### config.mk
export PLATFORM = sky130hd
export DESIGN_NAME = tl_ul_buffer
export DESIGN_NICKNAME = d
export VERILOG_FILES = /design/src/rtl/tl_ul_buffer_pkg.sv /design/src/rtl/tl_ul_buffer_fifo.sv /design/src/rtl/tl_ul_buffer.sv
export SDC_FILE = /design/constraint.sdc
export NUM_CORES = 1
export LEC_CHECK = 0
export ABC_AREA = 0
export CAP_MARGIN = 15
export CORE_UTILIZATION = 54
export CTS_BUF_LIST = sky130_fd_sc_hd__clkbuf_4 sky130_fd_sc_hd__clkbuf_8 sky130_fd_sc_hd__clkbuf_16
export DETAILED_ROUTE_END_ITERATION = 12
export PLACE_DENSITY = 0.85
export SLEW_MARGIN = 5
export SYNTH_ARGS = -nofsm -noshare
export SYNTH_HDL_FRONTEND = slang
export SYNTH_HIERARCHICAL = 1
export SYNTH_SLANG_ARGS = --single-unit
### constraint.sdc
create_clock -name clock -period 4.1 [get_ports clock]
set_input_delay 0.82 -clock clock [delete_from_list [all_inputs] [get_ports clock]]
set_output_delay 0.82 -clock clock [all_outputs]
set_load 0.05 [all_outputs]
### src/rtl/tl_ul_buffer_pkg.sv
// tl_ul_pkg: TileLink-UL widths, opcodes and packed beat layouts shared by the buffer
package tl_ul_pkg;
  localparam int TL_AW   = 32;
  localparam int TL_DW   = 32;
  localparam int TL_SZW  = 2;
  localparam int TL_SRCW = 3;
  localparam int TL_MW   = TL_DW / 8;

  typedef enum logic [2:0] {
    PutFull    = 3'd0,
    PutPartial = 3'd1,
    Get        = 3'd4
  } tl_a_op_e;

  typedef enum logic [2:0] {
    AccessAck     = 3'd0,
    AccessAckData = 3'd1
  } tl_d_op_e;

  typedef struct packed {
    logic [2:0]         opcode;
    logic [2:0]         param;
    logic [TL_SZW-1:0]  size;
    logic [TL_SRCW-1:0] source;
    logic [TL_AW-1:0]   address;
    logic [TL_MW-1:0]   mask;
    logic [TL_DW-1:0]   data;
  } tl_a_beat_t;

  typedef struct packed {
    logic [2:0]         opcode;
    logic [1:0]         param;
    logic [TL_SZW-1:0]  size;
    logic [TL_SRCW-1:0] source;
    logic               denied;
    logic               corrupt;
    logic [TL_DW-1:0]   data;
  } tl_d_beat_t;
endpackage

### src/rtl/tl_ul_buffer_fifo.sv
// tl_sync_fifo: registered FIFO with wrap-bit pointers; output always comes from storage, never flow-through
module tl_sync_fifo #(
  parameter int WIDTH = 8,
  parameter int DEPTH = 2
) (
  input  logic             clock,
  input  logic             reset,
  input  logic             valid_i,
  output logic             ready_o,
  input  logic [WIDTH-1:0] data_i,
  output logic             valid_o,
  input  logic             ready_i,
  output logic [WIDTH-1:0] data_o
);
  localparam int AW = $clog2(DEPTH);
  logic [WIDTH-1:0] mem_q [DEPTH];
  logic [AW:0]      wr_q, rd_q;
  logic             full, enq, deq;
  assign full    = (wr_q ^ rd_q) == {1'b1, {AW{1'b0}}};
  assign ready_o = !full;
  assign valid_o = wr_q != rd_q;
  assign enq     = valid_i && ready_o;
  assign deq     = valid_o && ready_i;
  assign data_o  = mem_q[rd_q[AW-1:0]];
  // Pointer advance and storage write; reset discards every queued beat
  always_ff @(posedge clock or negedge reset) begin
    if (!reset) begin
      mem_q <= '{default: '0};
      wr_q  <= '0;
      rd_q  <= '0;
    end else begin
      if (enq) mem_q[wr_q[AW-1:0]] <= data_i;
      if (enq) wr_q <= wr_q + (AW+1)'(1);
      if (deq) rd_q <= rd_q + (AW+1)'(1);
    end
  end
endmodule

### src/rtl/tl_ul_buffer.sv
// tl_ul_buffer: registered TL-UL A/D buffer with outstanding-request limit and unexpected-response flag
module tl_ul_buffer
  import tl_ul_pkg::*;
#(
  parameter int A_DEPTH         = 2,
  parameter int D_DEPTH         = 2,
  parameter int MAX_OUTSTANDING = 4
) (
  input  logic               clock,
  input  logic               reset,
  input  logic               in_a_valid,
  output logic               in_a_ready,
  input  logic [2:0]         in_a_opcode,
  input  logic [2:0]         in_a_param,
  input  logic [TL_SZW-1:0]  in_a_size,
  input  logic [TL_SRCW-1:0] in_a_source,
  input  logic [TL_AW-1:0]   in_a_address,
  input  logic [TL_MW-1:0]   in_a_mask,
  input  logic [TL_DW-1:0]   in_a_data,
  output logic               out_a_valid,
  input  logic               out_a_ready,
  output logic [2:0]         out_a_opcode,
  output logic [2:0]         out_a_param,
  output logic [TL_SZW-1:0]  out_a_size,
  output logic [TL_SRCW-1:0] out_a_source,
  output logic [TL_AW-1:0]   out_a_address,
  output logic [TL_MW-1:0]   out_a_mask,
  output logic [TL_DW-1:0]   out_a_data,
  input  logic               out_d_valid,
  output logic               out_d_ready,
  input  logic [2:0]         out_d_opcode,
  input  logic [1:0]         out_d_param,
  input  logic [TL_SZW-1:0]  out_d_size,
  input  logic [TL_SRCW-1:0] out_d_source,
  input  logic               out_d_denied,
  input  logic               out_d_corrupt,
  input  logic [TL_DW-1:0]   out_d_data,
  output logic               in_d_valid,
  input  logic               in_d_ready,
  output logic [2:0]         in_d_opcode,
  output logic [1:0]         in_d_param,
  output logic [TL_SZW-1:0]  in_d_size,
  output logic [TL_SRCW-1:0] in_d_source,
  output logic               in_d_denied,
  output logic               in_d_corrupt,
  output logic [TL_DW-1:0]   in_d_data,
  output logic [2:0]         outstanding,
  output logic               err_unexpected_d
);
  localparam logic [2:0] MAX_CNT = 3'(MAX_OUTSTANDING);
  tl_a_beat_t a_in, a_out;
  tl_d_beat_t d_in, d_out;
  logic       live_q, a_en, a_rdy, d_rdy, a_fire, d_fire, err_q, err_d;
  logic [2:0] cnt_q, cnt_d;
  assign a_en        = live_q && cnt_q < MAX_CNT;
  assign in_a_ready  = a_rdy && a_en;
  assign out_d_ready = d_rdy && live_q;
  assign a_fire      = in_a_valid && in_a_ready;
  assign d_fire      = out_d_valid && out_d_ready;
  assign a_in = {in_a_opcode, in_a_param, in_a_size, in_a_source, in_a_address, in_a_mask, in_a_data};
  assign {out_a_opcode, out_a_param, out_a_size, out_a_source, out_a_address, out_a_mask, out_a_data} = a_out;
  assign d_in = {out_d_opcode, out_d_param, out_d_size, out_d_source, out_d_denied, out_d_corrupt, out_d_data};
  assign {in_d_opcode, in_d_param, in_d_size, in_d_source, in_d_denied, in_d_corrupt, in_d_data} = d_out;
  assign outstanding      = cnt_q;
  assign err_unexpected_d = err_q;

  tl_sync_fifo #(.WIDTH($bits(tl_a_beat_t)), .DEPTH(A_DEPTH)) u_a_fifo (
    .clock(clock), .reset(reset),
    .valid_i(in_a_valid && a_en), .ready_o(a_rdy), .data_i(a_in),
    .valid_o(out_a_valid), .ready_i(out_a_ready), .data_o(a_out)
  );

  tl_sync_fifo #(.WIDTH($bits(tl_d_beat_t)), .DEPTH(D_DEPTH)) u_d_fifo (
    .clock(clock), .reset(reset),
    .valid_i(out_d_valid && live_q), .ready_o(d_rdy), .data_i(d_in),
    .valid_o(in_d_valid), .ready_i(in_d_ready), .data_o(d_out)
  );

  // Saturating outstanding count; a response with nothing outstanding latches the error
  always_comb begin
    cnt_d = (a_fire && !d_fire && cnt_q != MAX_CNT) ? cnt_q + 3'd1 :
            (d_fire && !a_fire && cnt_q != 3'd0)    ? cnt_q - 3'd1 : cnt_q;
    err_d = err_q || (d_fire && !a_fire && cnt_q == 3'd0);
  end

  // live_q holds both upstream readies low until the first clock after reset release
  always_ff @(posedge clock or negedge reset) begin
    if (!reset) begin
      live_q <= 1'b0;
      cnt_q  <= '0;
      err_q  <= 1'b0;
    end else begin
      live_q <= 1'b1;
      cnt_q  <= cnt_d;
      err_q  <= err_d;
    end
  end
endmodule

==> results.toml, run 1 <==
[finish]
diodes = 0
drive_gt1_share_pct = 42.87
regArea_um2 = 6486
area_growth_pct = 32.87
nets = 1133
multi_input_area_um2 = 4691
nFillCells = 1385

[clocking]
path_clk_slew_ns = 0.06
insertion_delay_ns = 0.52
cts-root-buf = "clkbuf_16"
cts_buffers = 27
cts_tree = "done"
postCtsSetupBuffers = 0
cts.sinks = 259
clockBufferDepth = 3
htree_levels = 1
cts_resized = 0
ctsHoldBuffers = 0

[logic_synthesis]
synth_edf_count = 0
yosys.area.top_type_share_pct = 56.69
synthTopCellsByArea = "dfrtp_1 57%, mux2_2 36%, buf_6 0.99%, mux2_1 0.89%, buf_2 0.83%"
yosys.cell_count.top_type = "mux2_2"
syn_area_um2 = 11430
synth.area.mux_share_pct = 36.72
ys.flop_type = "dfrtp_1"
synth_top_family_by_area = "multiplexers"
synth_compound_area_share_pct = 1.773
netlist_top_cells_count = "362 x mux2_2, 259 x dfrtp_1, 19 x buf_2"
async_reset_ff_share_pct = 100.0
yosys.area_share.simple_pct = 1.675
synth.distinct_cells = 43
seq_area_frac_synth_pct = 56.69
synth_area_leader_cell = "dfrtp_1"
syn-instance-count = 744
ys_warn_count = 6
synth-xor-area-share_pct = 0.5253
synth-adder-area-share_pct = 0.1751
ys_ff_latch = 259
synthesis.nets = 874
syn_avg_cell_area_um2 = 15.37

[global_route]
grt_use_met2_pct = 37.17
antenna_found_initial = 1
grt-ovfl-total = 0
grt_pass1_wl_um = 39920
grt_pass1_vias = 7653
grt-busiest-layer = "met2"
grtUsageTotal_pct = 22.87
met1_usage_pct = 30.05
grt_max_degree = 100
gr-usage-met3_pct = 7.068

[place]
place_hpwl_um = 16230
port_buffers = 259
place.gp.congestion = 0.7461

[drt]
num_vias = 7037
dr.pass1.iters = 4
via_per_inst = 5.438
post_drt_wl_per_cell_um = 18.99
drt_iter0_markers = 158
antenna_left = 0
routed_wl_um = 24570
drc = 0

[sta]
final.setup.tns_ns = 0
grt_setup_unrepaired = "no"
finalCriticalPeriod_ns = 3.632
fin_crit_sh_pct = 88.59
hold_violations = 0
relSlewSlack_pct = 23.76
skew_ns = 0.01980
finalSetupViolations = 0
drv_slew = 0
worstMarginPinSlew_ns = 1.139
fmax_ghz = 0.2753

[die]
die-area_um2 = 21760
coreArea_um2 = 20490
rows = 52
top_level_ports = 260
start_util_pct = 55.78
fp.dieH_um = 147.5
die_w_um = 147.5

[min_path]
hold_path_class = "primary input to async pin"

[critical_path]
path_buf_inv = 2
path_max_fanout = 31
cp-end-kind = "primary output"
critPathArrivalTime_ns = 2.81
crit_path_cell_trace = "buf_4 > mux2_2 > clkdlybuf4s50_1"
cp_slowest_stage_delay_ns = 0.81
timing.critical_path.slowest_stage_cell = "dfrtp_2"
worstSetupPathType = "flop to primary output"
cp-startpoint = "u_d_fifo/rd_q[0]$_DFFE_PN0P_"
start_kind = "flop"
worstPathRequired_ns = 3.28
critPathTopFamily = "buffers and inverters"
timing.rr.start = "u_d_fifo/rd_q[0]$_DFFE_PN0P_"

[job]
cap_violations = 0

[status]
outcome = "finished clean"
[layout by cell type (no fill, tap or decap), types with 2 or more instances in the layout]
cell / synthesis / routed
and2_1: 3 / 3
a21boi_0: 2 / 2
buf_4: 2 / 8
o211ai_1: 2 / 2
inv_1: 3 / 3
clkbuf_8: 0 / 5
mux2i_1: 2 / 2
o21ai_0: 4 / 4
nand2_1: 11 / 11
xnor2_1: 4 / 4
a21oi_1: 5 / 5
clkbuf_16: 0 / 27
o21ai_4: 1 / 2
bufinv_16: 0 / 2
nor2_1: 2 / 2
clkbuf_4: 0 / 6
dfrtp_1: 259 / 257
nand2b_1: 2 / 2
clkdlybuf4s50_1: 0 / 258
buf_12: 0 / 5
a21oi_4: 1 / 2
mux2_2: 362 / 362
nand3_1: 6 / 6
clkinv_2: 0 / 8
nor2b_1: 2 / 2
mux2_1: 9 / 9
a31oi_1: 3 / 3
[metrics by stage]
step	utilization, %	hold WS [ns]	instance area [µm²]	setup WS (ns)	instances
floorplan	-	0.4522	11430	1.496	744
global placement	69.69	0.4536	14280	1.023	1244
detailed placement	69.69	0.4617	14280	0.9861	1244
CTS	74.11	0.3541	15190	0.4633	1294
global route	74.11	0.3792	15190	0.3743	1294
finish	74.11	0.3353	15190	0.4676	1294
[layer usage]
metal / share of wire, % / routed length [µm]
met5: 0 / 0
met3: 8.0 / 1966
met2: 47 / 11560
met4: 1.7 / 426
met1: 43 / 10620
[registers in the layout, summed over array words and instances, names as in the netlist]
| signal | cells |
|---|---|
| u_a_fifo/wr_q | 2 |
| u_a_fifo/mem_q | 158 |
| u_d_fifo/wr_q | 2 |
| outstanding | 3 |
| live_q | 1 |
| u_d_fifo/mem_q | 88 |
| u_d_fifo/rd_q | 2 |
| u_a_fifo/rd_q | 2 |
| err_unexpected_d | 1 |
[cell families (layout without fill, tap and decap cells)]
logic type | Yosys count | in the layout
compound gates | 26 | 26
xor+xnor | 6 | 6
fa+ha+maj | 1 | 1
buf+inv | 45 | 325
flops | 259 | 259
mux | 373 | 373
other cells | 1 | 1
simple gates | 33 | 33
[path summary, 6_finish.rpt]
| check | to | slack (ns) | cells after the start |
|---|---|---|---|
| worst max-delay path | in_d_data[14] | 0.47 | 3 |
| worst max register to register | u_d_fifo/mem_q[55]$_DFFE_PN0P_ | 1.50 | 4 |
| worst min-delay path | u_a_fifo/mem_q[129]$_DFFE_PN0P_ | 0.34 | 1 |
| worst min register to register | err_unexpected_d$_DFF_PN0_ | 0.47 | 1 |
| min in group clock | err_unexpected_d$_DFF_PN0_ | 0.47 | 1 |
| max in group asynchronous | u_d_fifo/mem_q[3]$_DFFE_PN0P_ | 2.87 | 2 |
[cell type report]
| type | count | area share, % |
|---|---|---|
| tap | 270 | 2.224 |
| sequential | 259 | 42.70 |
| multi-input combinational | 440 | 30.88 |
| timing repair buffer | 272 | 18.15 |
| clock inverter | 12 | 0.7661 |
| clock buffer | 38 | 5.198 |
| inverter | 3 | 0.07413 |
Power of run 1 is not shown: default switching activity piles up to over one toggle a cycle in this logic, so the estimate is an artifact.
==> inputs of run 2 (changes only) <==
GPL_ROUTABILITY_DRIVEN = 1   (was not set)
==> results of run 2 <==
The final DEF is identical to that of run 1; final timing and power are the same.
Power of run 2 is left out for the same reason.
==> patch 1 (config.mk and constraints of run 1) <==
Put one more register stage on the output `err_unexpected_d`, with the module's reset. The value now appears one clock later. The other outputs are not delayed to match.
--- a/src/rtl/tl_ul_buffer.sv
+++ b/src/rtl/tl_ul_buffer.sv
@@ -62,7 +62,13 @@
   assign d_in = {out_d_opcode, out_d_param, out_d_size, out_d_source, out_d_denied, out_d_corrupt, out_d_data};
   assign {in_d_opcode, in_d_param, in_d_size, in_d_source, in_d_denied, in_d_corrupt, in_d_data} = d_out;
   assign outstanding      = cnt_q;
-  assign err_unexpected_d = err_q;
+  always_ff @(posedge clock or negedge reset) begin
+    if (!reset) begin
+      err_unexpected_d <= '0;
+    end else begin
+      err_unexpected_d <= err_q;
+    end
+  end
 
   tl_sync_fifo #(.WIDTH($bits(tl_a_beat_t)), .DEPTH(A_DEPTH)) u_a_fifo (
     .clock(clock), .reset(reset),
Behaviour: not the same (Yosys sat finds a counterexample within 4 cycles, from zero or initial values and one cycle with reset low).
==> patch 1 against run 1 <==
- via count fell by 0.87%
- cell area barely moved
- utilization barely moved
- wire length fell by 1.6%
- worst setup slack improved by 29 ps
- global-route usage fell by 0.38 points
- critical path depth did not move
- sequential cell count rose by 1
- count of clock-buffer cells in the layout rose by 4
- synthesized cell count rose by 0.13%
- area after synthesis rose by 0.22%
- first-iteration DRC count rose by 49%
Power is left out: the tool's default activity adds up to more than one toggle a clock period on the data nets, which glitch-free logic cannot reach.
==> patch 1: results (changes against run 1) <==
.. list-table::
   :header-rows: 1

   * - Metric
     - Value
   * - Result of the run
     - finished clean
   * - Routing usage on met1
     - 30.1% (about the same)
   * - Detailed-route vias per instance
     - 5.40 (-0.64%)
   * - Post-synthesis average cell area
     - 15.4 um2 (about the same)
   * - Worst clock skew
     - 8.53 ps (-11.3 ps)
   * - Half-perimeter wire length after detailed placement
     - 15,900 um (-2.3%)
   * - Portion of netlist area occupied by mux cells
     - 36.6% (-0.080 points)
   * - Fraction of the mapped netlist area in compound gates
     - 1.77% (-0.0039 points)
   * - Portion of the post-synthesis area used by sequential elements
     - 56.8% (+0.095 points)
   * - Overall track demand over capacity in global routing
     - 22.5% (-0.38 points)
   * - Global routing met2 resource utilization
     - 36.1% (-1.1 points)
   * - Wire length reported by the detailed router
     - 24,200 um (-1.6%)
   * - Post-synthesis xor/xnor area fraction
     - 0.524% (-0.0011 points)
   * - Minimum setup slack among reg-to-reg paths
     - 1400 ps (-100 ps)
   * - Destination of the critical timing path
     - in_d_denied
   * - Proportion of layout cells with a drive suffix above 1
     - 42.6% (-0.27 points)
   * - First-pass GRT wire length
     - 39,400 um (-1.4%)
   * - CP Max Fanout
     - 28 (-9.7%)
   * - Endpoint of the worst register-to-register path
     - u_d_fifo/mem_q[48]$_DFFE_PN0P_
   * - GPL Wtd Cong
     - 0.733 (-1.7%)
   * - Pin count of the biggest net entering global routing
     - 101 (+1.0%)
   * - Mean routed wirelength per cell
     - 18.7 um (-1.4%)
   * - Vias in the first global route
     - 7,470 (-2.4%)
   * - Setup slack after placement
     - 1040 ps (+56.9 ps)
   * - Critical Path AT
     - 2780 ps (-30 ps)
   * - Min Clock Period, post-route
     - 3600 ps (-29.0 ps)
   * - Antenna violations before repair
     - 0 (-1)
   * - Adder and majority gate portion of the synthesized area
     - 0.175% (-0.00038 points)
   * - Max_slew headroom
     - 28.9% (+5.2 points)
## patch 1: changes by cell type after synthesis
cell                      change
sky130_fd_sc_hd__dfrtp_1      +1
## patch 1: final cells by class
| class | instances | area [um2] |
|---|---|---|
| multi-input combinational | 440 | 4690 |
| sequential | 260 | 6510 |
| fill | 1345 | 5310 |
| inverter | 3 | 11.3 |
| tap | 270 | 338 |
| timing repair buffer | 271 | 2750 |
| clock inverter | 5 | 52.6 |
| clock buffer | 42 | 832 |
## patch 1: routing by layer
metal / vias up / routed length [um]
li1: 3197 / -
met1: 3541 / 10600
met2: 209 / 11100
met3: 29 / 2020
met4: 0 / 400
met5: - / 0
## patch 1: through the flow
step / utilization (%) / hold WS (ps) / instance area (um2)
global route: 74.1 / 387 / 15200
floorplan: - / 355 / 11500
CTS: 74.1 / 362 / 15200
detailed placement: 69.8 / 371 / 14300
finish: 74.1 / 351 / 15200
global placement: 69.8 / 362 / 14300
==> patch 2 (settings of run 1) <==
Made on the original files. The package constant `TL_SRCW` goes from 3 to 6.
--- a/src/rtl/tl_ul_buffer_pkg.sv
+++ b/src/rtl/tl_ul_buffer_pkg.sv
@@ -3,7 +3,7 @@
   localparam int TL_AW   = 32;
   localparam int TL_DW   = 32;
   localparam int TL_SZW  = 2;
-  localparam int TL_SRCW = 3;
+  localparam int TL_SRCW = 6;
   localparam int TL_MW   = TL_DW / 8;
 
   typedef enum logic [2:0] {
Ports: changed (resized in_a_source, in_d_source, out_a_source and out_d_source); port bits go from 260 to 272. The function was not compared with the original's and may differ.
==> patch 2 against run 1 <==
- maximum frequency grew 1.1%
- non-clock buffer count grew 11
- wire length grew 6.0%
- cell area grew 5.9%
- worst hold slack lost 63 ps
- worst setup slack gained 39 ps
- area after synthesis grew 6.0%
- critical endpoint is now out_a_data[15]
- sequential share of layout area shrank 0.52 points
- sequential cell count grew 12
- cell count grew 4.4%
Power is not shown: default switching activity piles up to over one toggle a cycle in this logic, so the estimate is an artifact.
==> patch 2: results (changes against run 1) <==
.. list-table::
   :header-rows: 1

   * - Metric
     - Value
   * - Count of plain and timing-repair buffers in the layout
     - 283 (+4.0%)
   * - Minimum setup slack among reg-to-reg paths
     - 1850 ps (+350 ps)
   * - Multi-input comb cells
     - 458 (+4.1%)
   * - First-pass GRT wire length
     - 43,500 um (+8.9%)
   * - Half-perimeter wire length after detailed placement
     - 17,300 um (+6.6%)
   * - Fraction of area in clock buffers and inverters
     - 6.54% (+0.58 points)
   * - CP Max Fanout
     - 68 (+120%)
   * - Number of unique standard cell types used by synthesis
     - 44 (+2.3%)
   * - Dominant cells by area after synthesis
     - sky130_fd_sc_hd__dfrtp_1 56%, sky130_fd_sc_hd__mux2_2 33%, sky130_fd_sc_hd__mux2_4 3.7%
   * - GPL Wtd Cong
     - 0.747 (about the same)
   * - Worst clock skew
     - 6.60 ps (-13.2 ps)
   * - Global routing met2 resource utilization
     - 37.2% (about the same)
   * - M3 GR Usage
     - 7.19% (+0.12 points)
   * - Top layer in use
     - met5
   * - Number of cells on the worst reg-to-reg path
     - 7 (+3)
   * - Fraction of area in non-clock buffers
     - 17.9% (-0.24 points)
   * - Number of register bits inferred by synthesis
     - 271 (+4.6%)
   * - CLK BUF
     - 50 (+32%)
   * - Flip-flop count of the largest register, all copies and words added
     - 164 (+3.8%)
   * - Layout Nets
     - 1,183 (+4.4%)
   * - Cell type of the slowest stage on the worst timing path
     - sky130_fd_sc_hd__clkdlybuf4s50_1
   * - Fraction of area in registers
     - 42.2% (-0.52 points)
   * - Pin count of the biggest net entering global routing
     - 99 (-1.0%)
   * - Wire length on met3
     - 2090 um (+6.1%)
   * - Commonest cells post-synth
     - 351 x sky130_fd_sc_hd__mux2_2, 271 x sky130_fd_sc_hd__dfrtp_1, 30 x sky130_fd_sc_hd__mux2_4
   * - Proportion of layout cells with a drive suffix above 1
     - 43.2% (+0.36 points)
   * - Detail Route met2 WL
     - 12,100 um (+5.0%)
   * - Result of the run
     - finished clean
   * - Timing startpoint of the critical path
     - u_a_fifo/rd_q[0]$_DFFE_PN0P_
==> patch 2: changes by cell type after synthesis, sizes merged <==
| cell | before | now |
|---|---|---|
| buf | 35 | 42 |
| dfrtp | 259 | 271 |
| mux2 | 371 | 389 |
| clkbuf | 7 | 2 |
==> patch 2: cell families after synthesis <==
group | Yosys count | share of synthesized area (%)
mux | 391 | 37.2
flops | 271 | 55.9
buf+inv | 47 | 2.95
simple gates | 33 | 1.58
compound gates | 26 | 1.61
xor+xnor | 6 | 0.495
fa+ha+maj | 1 | 0.165
other cells | 1 | 0.0309
==> patch 2: through the flow <==
stage / hold slack [ps] / std cells / utilization, % / setup slack [ps]
after floorplan: 460 / 776 / - / 1530
after global placement: 455 / 1295 / 68.7 / 1060
after detailed placement: 464 / 1295 / 68.7 / 1020
after CTS: 326 / 1351 / 73.5 / 491
after global routing: 365 / 1351 / 73.5 / 416
final: 273 / 1351 / 73.5 / 506
